**config.mk**
```make
export PLATFORM = sky130hd
export DESIGN_NAME = multicycle_ctrl
export DESIGN_NICKNAME = d
export VERILOG_FILES = /design/src/rtl/multicycle_ctrl.sv
export SDC_FILE = /design/constraint.sdc
export NUM_CORES = 1
export LEC_CHECK = 0
export CAP_MARGIN = 10
export CORE_MARGIN = 1.5
export CORE_UTILIZATION = 40
export DETAILED_ROUTE_END_ITERATION = 8
export GPL_ROUTABILITY_DRIVEN = 0
export PLACE_DENSITY = 0.68
export SYNTH_ARGS = -nofsm -noshare
export SYNTH_HDL_FRONTEND = slang
export SYNTH_SLANG_ARGS = --single-unit
```
**constraint.sdc**
```tcl
create_clock -name clk -period 4.92 [get_ports clk]
set_clock_uncertainty 0.15 [all_clocks]
set_input_delay 0.492 -clock clk [delete_from_list [all_inputs] [get_ports clk]]
set_output_delay 0.492 -clock clk [all_outputs]
set_load 0.05 [all_outputs]
```
**src/rtl/multicycle_ctrl.sv**
```systemverilog
// rtl/multicycle_ctrl.sv - multi-cycle IF/ID/EXE/MEM/WB sequencer for the MIPS-subset datapath
// Decodes OP/func into an instruction class, then drives datapath selects per phase.
module multicycle_ctrl #(
  parameter int CNT_W = 32
) (
  input  logic             clk,
  input  logic             rst,
  input  logic [5:0]       OP,
  input  logic [5:0]       func,
  input  logic             ZF,
  output logic             PC_Write,
  output logic [1:0]       PC_s,
  output logic             IR_Write,
  output logic             Write_Reg,
  output logic             Mem_Write,
  output logic [1:0]       w_r_s,
  output logic [1:0]       wr_data_s,
  output logic             imm_s,
  output logic             rt_imm_s,
  output logic [2:0]       ALU_OP,
  output logic [2:0]       state,
  output logic             inst_done,
  output logic             illegal,
  output logic [CNT_W-1:0] inst_cnt
);

  typedef enum logic [2:0] {
    S_IF  = 3'b000,
    S_ID  = 3'b001,
    S_EXE = 3'b010,
    S_MEM = 3'b011,
    S_WB  = 3'b100
  } state_t;

  typedef enum logic [3:0] {
    C_RALU, C_JR, C_IALU, C_LW, C_SW, C_BEQ, C_BNE, C_J, C_JAL, C_ILL
  } cls_t;

  localparam logic [2:0] ALU_AND = 3'b000;
  localparam logic [2:0] ALU_OR  = 3'b001;
  localparam logic [2:0] ALU_XOR = 3'b010;
  localparam logic [2:0] ALU_NOR = 3'b011;
  localparam logic [2:0] ALU_ADD = 3'b100;
  localparam logic [2:0] ALU_SUB = 3'b101;
  localparam logic [2:0] ALU_SLT = 3'b110;
  localparam logic [2:0] ALU_SLL = 3'b111;

  state_t           state_q, state_d;
  logic [CNT_W-1:0] cnt_q, cnt_d;

  cls_t       cls;
  logic [2:0] alu_dec;
  logic       sext_dec;

  logic       pcw_r, irw_r, wreg_r, memw_r, done_r, ill_r, imm_r, rti_r;
  logic [1:0] pcs_r, wrs_r, wds_r;
  logic [2:0] alu_r;

  always_comb begin
    cls      = C_ILL;
    alu_dec  = ALU_AND;
    sext_dec = 1'b0;
    case (OP)
      6'b000000: begin
        cls = C_RALU;
        case (func)
          6'b100000: alu_dec = ALU_ADD;
          6'b100010: alu_dec = ALU_SUB;
          6'b100100: alu_dec = ALU_AND;
          6'b100101: alu_dec = ALU_OR;
          6'b100110: alu_dec = ALU_XOR;
          6'b100111: alu_dec = ALU_NOR;
          6'b101010: alu_dec = ALU_SLT;
          6'b000100: alu_dec = ALU_SLL;
          6'b001000: cls = C_JR;
          default:   cls = C_ILL;
        endcase
      end
      6'b001000: begin cls = C_IALU; alu_dec = ALU_ADD; sext_dec = 1'b1; end
      6'b001100: begin cls = C_IALU; alu_dec = ALU_AND; end
      6'b001101: begin cls = C_IALU; alu_dec = ALU_OR;  end
      6'b001110: begin cls = C_IALU; alu_dec = ALU_XOR; end
      6'b100011: begin cls = C_LW;   alu_dec = ALU_ADD; sext_dec = 1'b1; end
      6'b101011: begin cls = C_SW;   alu_dec = ALU_ADD; sext_dec = 1'b1; end
      6'b000100: begin cls = C_BEQ;  alu_dec = ALU_SUB; sext_dec = 1'b1; end
      6'b000101: begin cls = C_BNE;  alu_dec = ALU_SUB; sext_dec = 1'b1; end
      6'b000010: cls = C_J;
      6'b000011: cls = C_JAL;
      default:   cls = C_ILL;
    endcase
  end

  always_comb begin
    state_d = S_IF;
    pcw_r   = 1'b0;
    irw_r   = 1'b0;
    wreg_r  = 1'b0;
    memw_r  = 1'b0;
    done_r  = 1'b0;
    ill_r   = 1'b0;
    imm_r   = 1'b0;
    rti_r   = 1'b0;
    pcs_r   = 2'b00;
    wrs_r   = 2'b00;
    wds_r   = 2'b00;
    alu_r   = ALU_AND;
    case (state_q)
      S_IF: begin
        irw_r   = 1'b1;
        pcw_r   = 1'b1;
        state_d = S_ID;
      end
      S_ID: begin
        case (cls)
          C_J: begin
            pcw_r  = 1'b1;
            pcs_r  = 2'b11;
            done_r = 1'b1;
          end
          // PC_new already holds PC+4, so the link value is ready here.
          C_JAL: begin
            pcw_r  = 1'b1;
            pcs_r  = 2'b11;
            wreg_r = 1'b1;
            wrs_r  = 2'b10;
            wds_r  = 2'b10;
            done_r = 1'b1;
          end
          C_ILL: begin
            ill_r  = 1'b1;
            done_r = 1'b1;
          end
          default: state_d = S_EXE;
        endcase
      end
      S_EXE: begin
        case (cls)
          C_RALU: begin
            alu_r   = alu_dec;
            state_d = S_WB;
          end
          C_JR: begin
            pcw_r  = 1'b1;
            pcs_r  = 2'b01;
            done_r = 1'b1;
          end
          C_IALU: begin
            alu_r   = alu_dec;
            imm_r   = sext_dec;
            rti_r   = 1'b1;
            state_d = S_WB;
          end
          C_LW, C_SW: begin
            alu_r   = alu_dec;
            imm_r   = 1'b1;
            rti_r   = 1'b1;
            state_d = S_MEM;
          end
          C_BEQ, C_BNE: begin
            alu_r  = alu_dec;
            pcs_r  = 2'b10;
            imm_r  = 1'b1;
            pcw_r  = (cls == C_BEQ) ? ZF : ~ZF;
            done_r = 1'b1;
          end
          default: state_d = S_IF;
        endcase
      end
      S_MEM: begin
        // Keep the effective address on the ALU output while the RAM is accessed.
        alu_r = ALU_ADD;
        imm_r = 1'b1;
        rti_r = 1'b1;
        case (cls)
          C_SW: begin
            memw_r = 1'b1;
            done_r = 1'b1;
          end
          C_LW:    state_d = S_WB;
          default: state_d = S_IF;
        endcase
      end
      S_WB: begin
        done_r = 1'b1;
        case (cls)
          C_RALU: begin
            wreg_r = 1'b1;
            alu_r  = alu_dec;
          end
          C_IALU: begin
            wreg_r = 1'b1;
            wrs_r  = 2'b01;
            alu_r  = alu_dec;
            imm_r  = sext_dec;
            rti_r  = 1'b1;
          end
          C_LW: begin
            wreg_r = 1'b1;
            wrs_r  = 2'b01;
            wds_r  = 2'b01;
          end
          default: wreg_r = 1'b0;
        endcase
      end
      default: state_d = S_IF;
    endcase
  end

  assign cnt_d = done_r ? cnt_q + CNT_W'(1) : cnt_q;

  always_ff @(posedge clk or posedge rst) begin
    if (rst) begin
      state_q <= S_IF;
      cnt_q   <= '0;
    end else begin
      state_q <= state_d;
      cnt_q   <= cnt_d;
    end
  end

  // Reset overrides every decoded output so an aborted instruction cannot write.
  assign PC_Write  = pcw_r  & ~rst;
  assign IR_Write  = irw_r  & ~rst;
  assign Write_Reg = wreg_r & ~rst;
  assign Mem_Write = memw_r & ~rst;
  assign inst_done = done_r & ~rst;
  assign illegal   = ill_r  & ~rst;
  assign imm_s     = imm_r  & ~rst;
  assign rt_imm_s  = rti_r  & ~rst;
  assign PC_s      = rst ? 2'b00 : pcs_r;
  assign w_r_s     = rst ? 2'b00 : wrs_r;
  assign wr_data_s = rst ? 2'b00 : wds_r;
  assign ALU_OP    = rst ? 3'b000 : alu_r;
  assign state     = state_q;
  assign inst_cnt  = cnt_q;

endmodule

```
==> reports/results.txt <==
final setup margin = 0.5089 ns
cts bufs inserted = 5
Hold Crit Class = register to register
hold_ws = 0.3282 ns
clk root buf = clkbuf_8
Crit. End Element = output port
Setup-failing EPs final = 0
WL final = 6.338 mm
Clk pin slew, worst setup/hold paths = 0.07 ns
Diodes inserted = 0
vias in the first global route = 2246
initial antenna violation count = 0
CP max-delay cell = clkdlybuf4s50_1
worst-path fanout max = 21
DR pass1 iterations = 5
Die X = 83.39 um
RSZ-0062 raised after global routing = false
final hold violations = 0
syn avg cell area = 8.674 um2
total number of yosys warnings = 0
H-tree levels = 2
Tcrit/Tclk final = 89.66%
top_reg_cell synth = dfrtp_1
synthesized cell area = 0.002585 mm2
Final Core Density = 53.03%
CP arrival = 3.77 ns
Crit Path Class = primary input to output port
Worst Setup SP = OP[1]
post-CTS setup buffer count = 0
Critical Path Sink = ALU_OP[0]
commonest cells after routing, fill and taps aside = 65 x clkdlybuf4s50_1, 35 x dfrtp_1, 32 x xnor2_1
critical path depth = 9
crit-path cells = clkdlybuf4s50_1 -> nand4b_1 -> o211ai_1 -> o211ai_1 -> and2_1 -> o22ai_1 -> a21oi_1 -> nor4_1 -> clkdlybuf4s50_1
fmax = 0.2267 GHz
Antenna Nets Post-Route = 0
DR WL/cell = 14.64 um
port bufs = 66
clock buffer depth = 2
R2R Setup Slk = 2.04 ns
vias = 2441
Leak Pwr = 1.349 nW
layout cells sized above 1 = 8.427%
Max-cap violations = 0
initial core utilization = 40.94%
Total Routing Usage GR = 18.23%
PostCTS Resize Cnt = 0
final design area excluding fillers = 0.003348 mm2
DP Wirelength = 4.636 mm
pin count of the biggest net entering global routing = 37
Yosys reg bits = 35
CTS tree = done
Bufs and invs on worst path = 2
FFs w/ async S/R, synth = 100.0%
Core Rows = 29
# clock sinks = 35
Setup WS pre-CTS = 0.5459 ns
EDFF count, synth = 0
slowest stage delay, CP = 0.88 ns
Hold-fix buffers, CTS = 0
Cells after Synth = 298
PwrDens = 335.5 mW/mm2
VDD IR-drop max = 0.0004621 V
area grow syn2layout = 29.53%
Vias/cell = 5.637
worst path required time = 4.28 ns
CP delay by family, top = buffers and inverters
Critical Path Source Type = primary input
Min Clock Period, post-route = 4.411 ns
die height = 83.39 um
Tightest Pin Transition = 0.8093 ns
die area = 0.006954 mm2
GR Overflow Total = 0
run status = complete, no violations
DRC violations left = 0
clk_lat worst skew = 0.29 ns
Synth cell types = 59
final std cells w/o fill = 433
final net count = 371
most common cell after layout, fill and taps aside = clkdlybuf4s50_1
total power = 1.123 mW
Setup TNS Final = 0 ns
R2R depth = 8
IO Pins = 67
placed cell area = 0.003231 mm2
RR Endpoint = inst_cnt[16]
global-route wire length before repair = 10.59 mm
Slew headroom = 46.05%
post-synthesis sequential area ratio = 33.88%
critical register-to-register path startpoint = state[1]
Iter 0 DRT Violations = 127
Core Area = 0.006314 mm2
Mapped Nets = 314
Final Slew Violations = 0
Inst Count DP = 425
## routing by layer
layer / track usage [%] / part of all wire, %
met1: 25.28 / 45
met2: 29.71 / 48
met3: 2.883 / 5.7
met4: 4.697 / 0.66
met5: 0 / 0
## worst register-to-register path, delay by kind of cell (launching register included)
family,cells,cell delay [ns]
xor+xnor,1,0.16
flops,1,0.46
compound gates,2,0.65
simple gates,4,1.02
buf+inv,1,0.35
## registers in the layout (all words and copies together) (netlist names)
signal and count:
state 3, inst_cnt 32
## cells in the mapped netlist (2+ instances only)
cell type   n  share of area, %
xor2_1      2              0.68
a31oi_1     2              0.48
nor4_1      2              0.48
buf_1       3              0.44
nand3_1    23               4.5
nand4_1     9               2.2
buf_2       6               1.2
buf_6       5               2.2
or3_1       2              0.48
and4_1      2              0.68
a21oi_1    15               2.9
nand3_2     3               1.2
nor2b_1     8               1.9
a211oi_1    4               1.2
o211ai_1    2              0.58
clkbuf_1    3              0.44
dfrtp_1    35                34
and3_1     19               4.6
nor3_1      5              0.97
nand2_1    16               2.3
nor3b_1     2              0.58
o31ai_1     2              0.58
nand4_2     5               2.4
o21bai_1    2              0.58
nand3b_1    2              0.58
inv_1       6              0.87
xnor2_1    32                11
nor2_1     29               4.2
a211o_1     2              0.68
and2_1      5               1.2
nand4b_1    2              0.68
o22ai_1     4              0.97
nand2b_1    3              0.73
o21ai_0    10               1.9
o32a_1      2              0.77
## how the worst min path moves through the flow
stage | from | to | slack, ns | depth (start not counted)
floorplan | inst_cnt[31] | inst_cnt[31] | 0.64 | 1
global placement | inst_cnt[31] | inst_cnt[31] | 0.31 | 1
detailed placement | inst_cnt[31] | inst_cnt[31] | 0.33 | 1
CTS | inst_cnt[31] | inst_cnt[31] | 0.34 | 1
global route | inst_cnt[31] | inst_cnt[31] | 0.37 | 1
finish | inst_cnt[31] | inst_cnt[31] | 0.33 | 1
## power breakdown
part,total [mW],switching [mW],internal (mW),leakage (nW)
clock network,0.265,0.101,0.164,0.0612
logic,0.488,0.320,0.168,0.816
registers,0.370,0.0502,0.320,0.471
total,1.12,0.471,0.652,1.35
## cells by family after synthesis
| logic type | count (synthesis) | synth area share, % |
|---|---|---|
| AO/OA/AOI/OAI | 53 | 13.41 |
| multiplexers | 2 | 0.8228 |
| AND/OR/NAND/NOR | 147 | 33.54 |
| adder cells (fa/ha/maj) | 2 | 0.8712 |
| flip-flops | 35 | 33.88 |
| buffers and inverters | 25 | 5.953 |
| XOR/XNOR | 34 | 11.52 |
## layout make-up
class / count / area [um2]
clock buffers: 6 / 82.58
clock inverters: 2 / 35.03
fillers: 618 / 2965
inverters: 6 / 22.52
multi-input cells: 238 / 1555
flip-flops and latches: 35 / 875.8
well taps: 77 / 96.34
repair buffers: 69 / 680.7
Note: power is estimated with default switching activity, not from simulation.
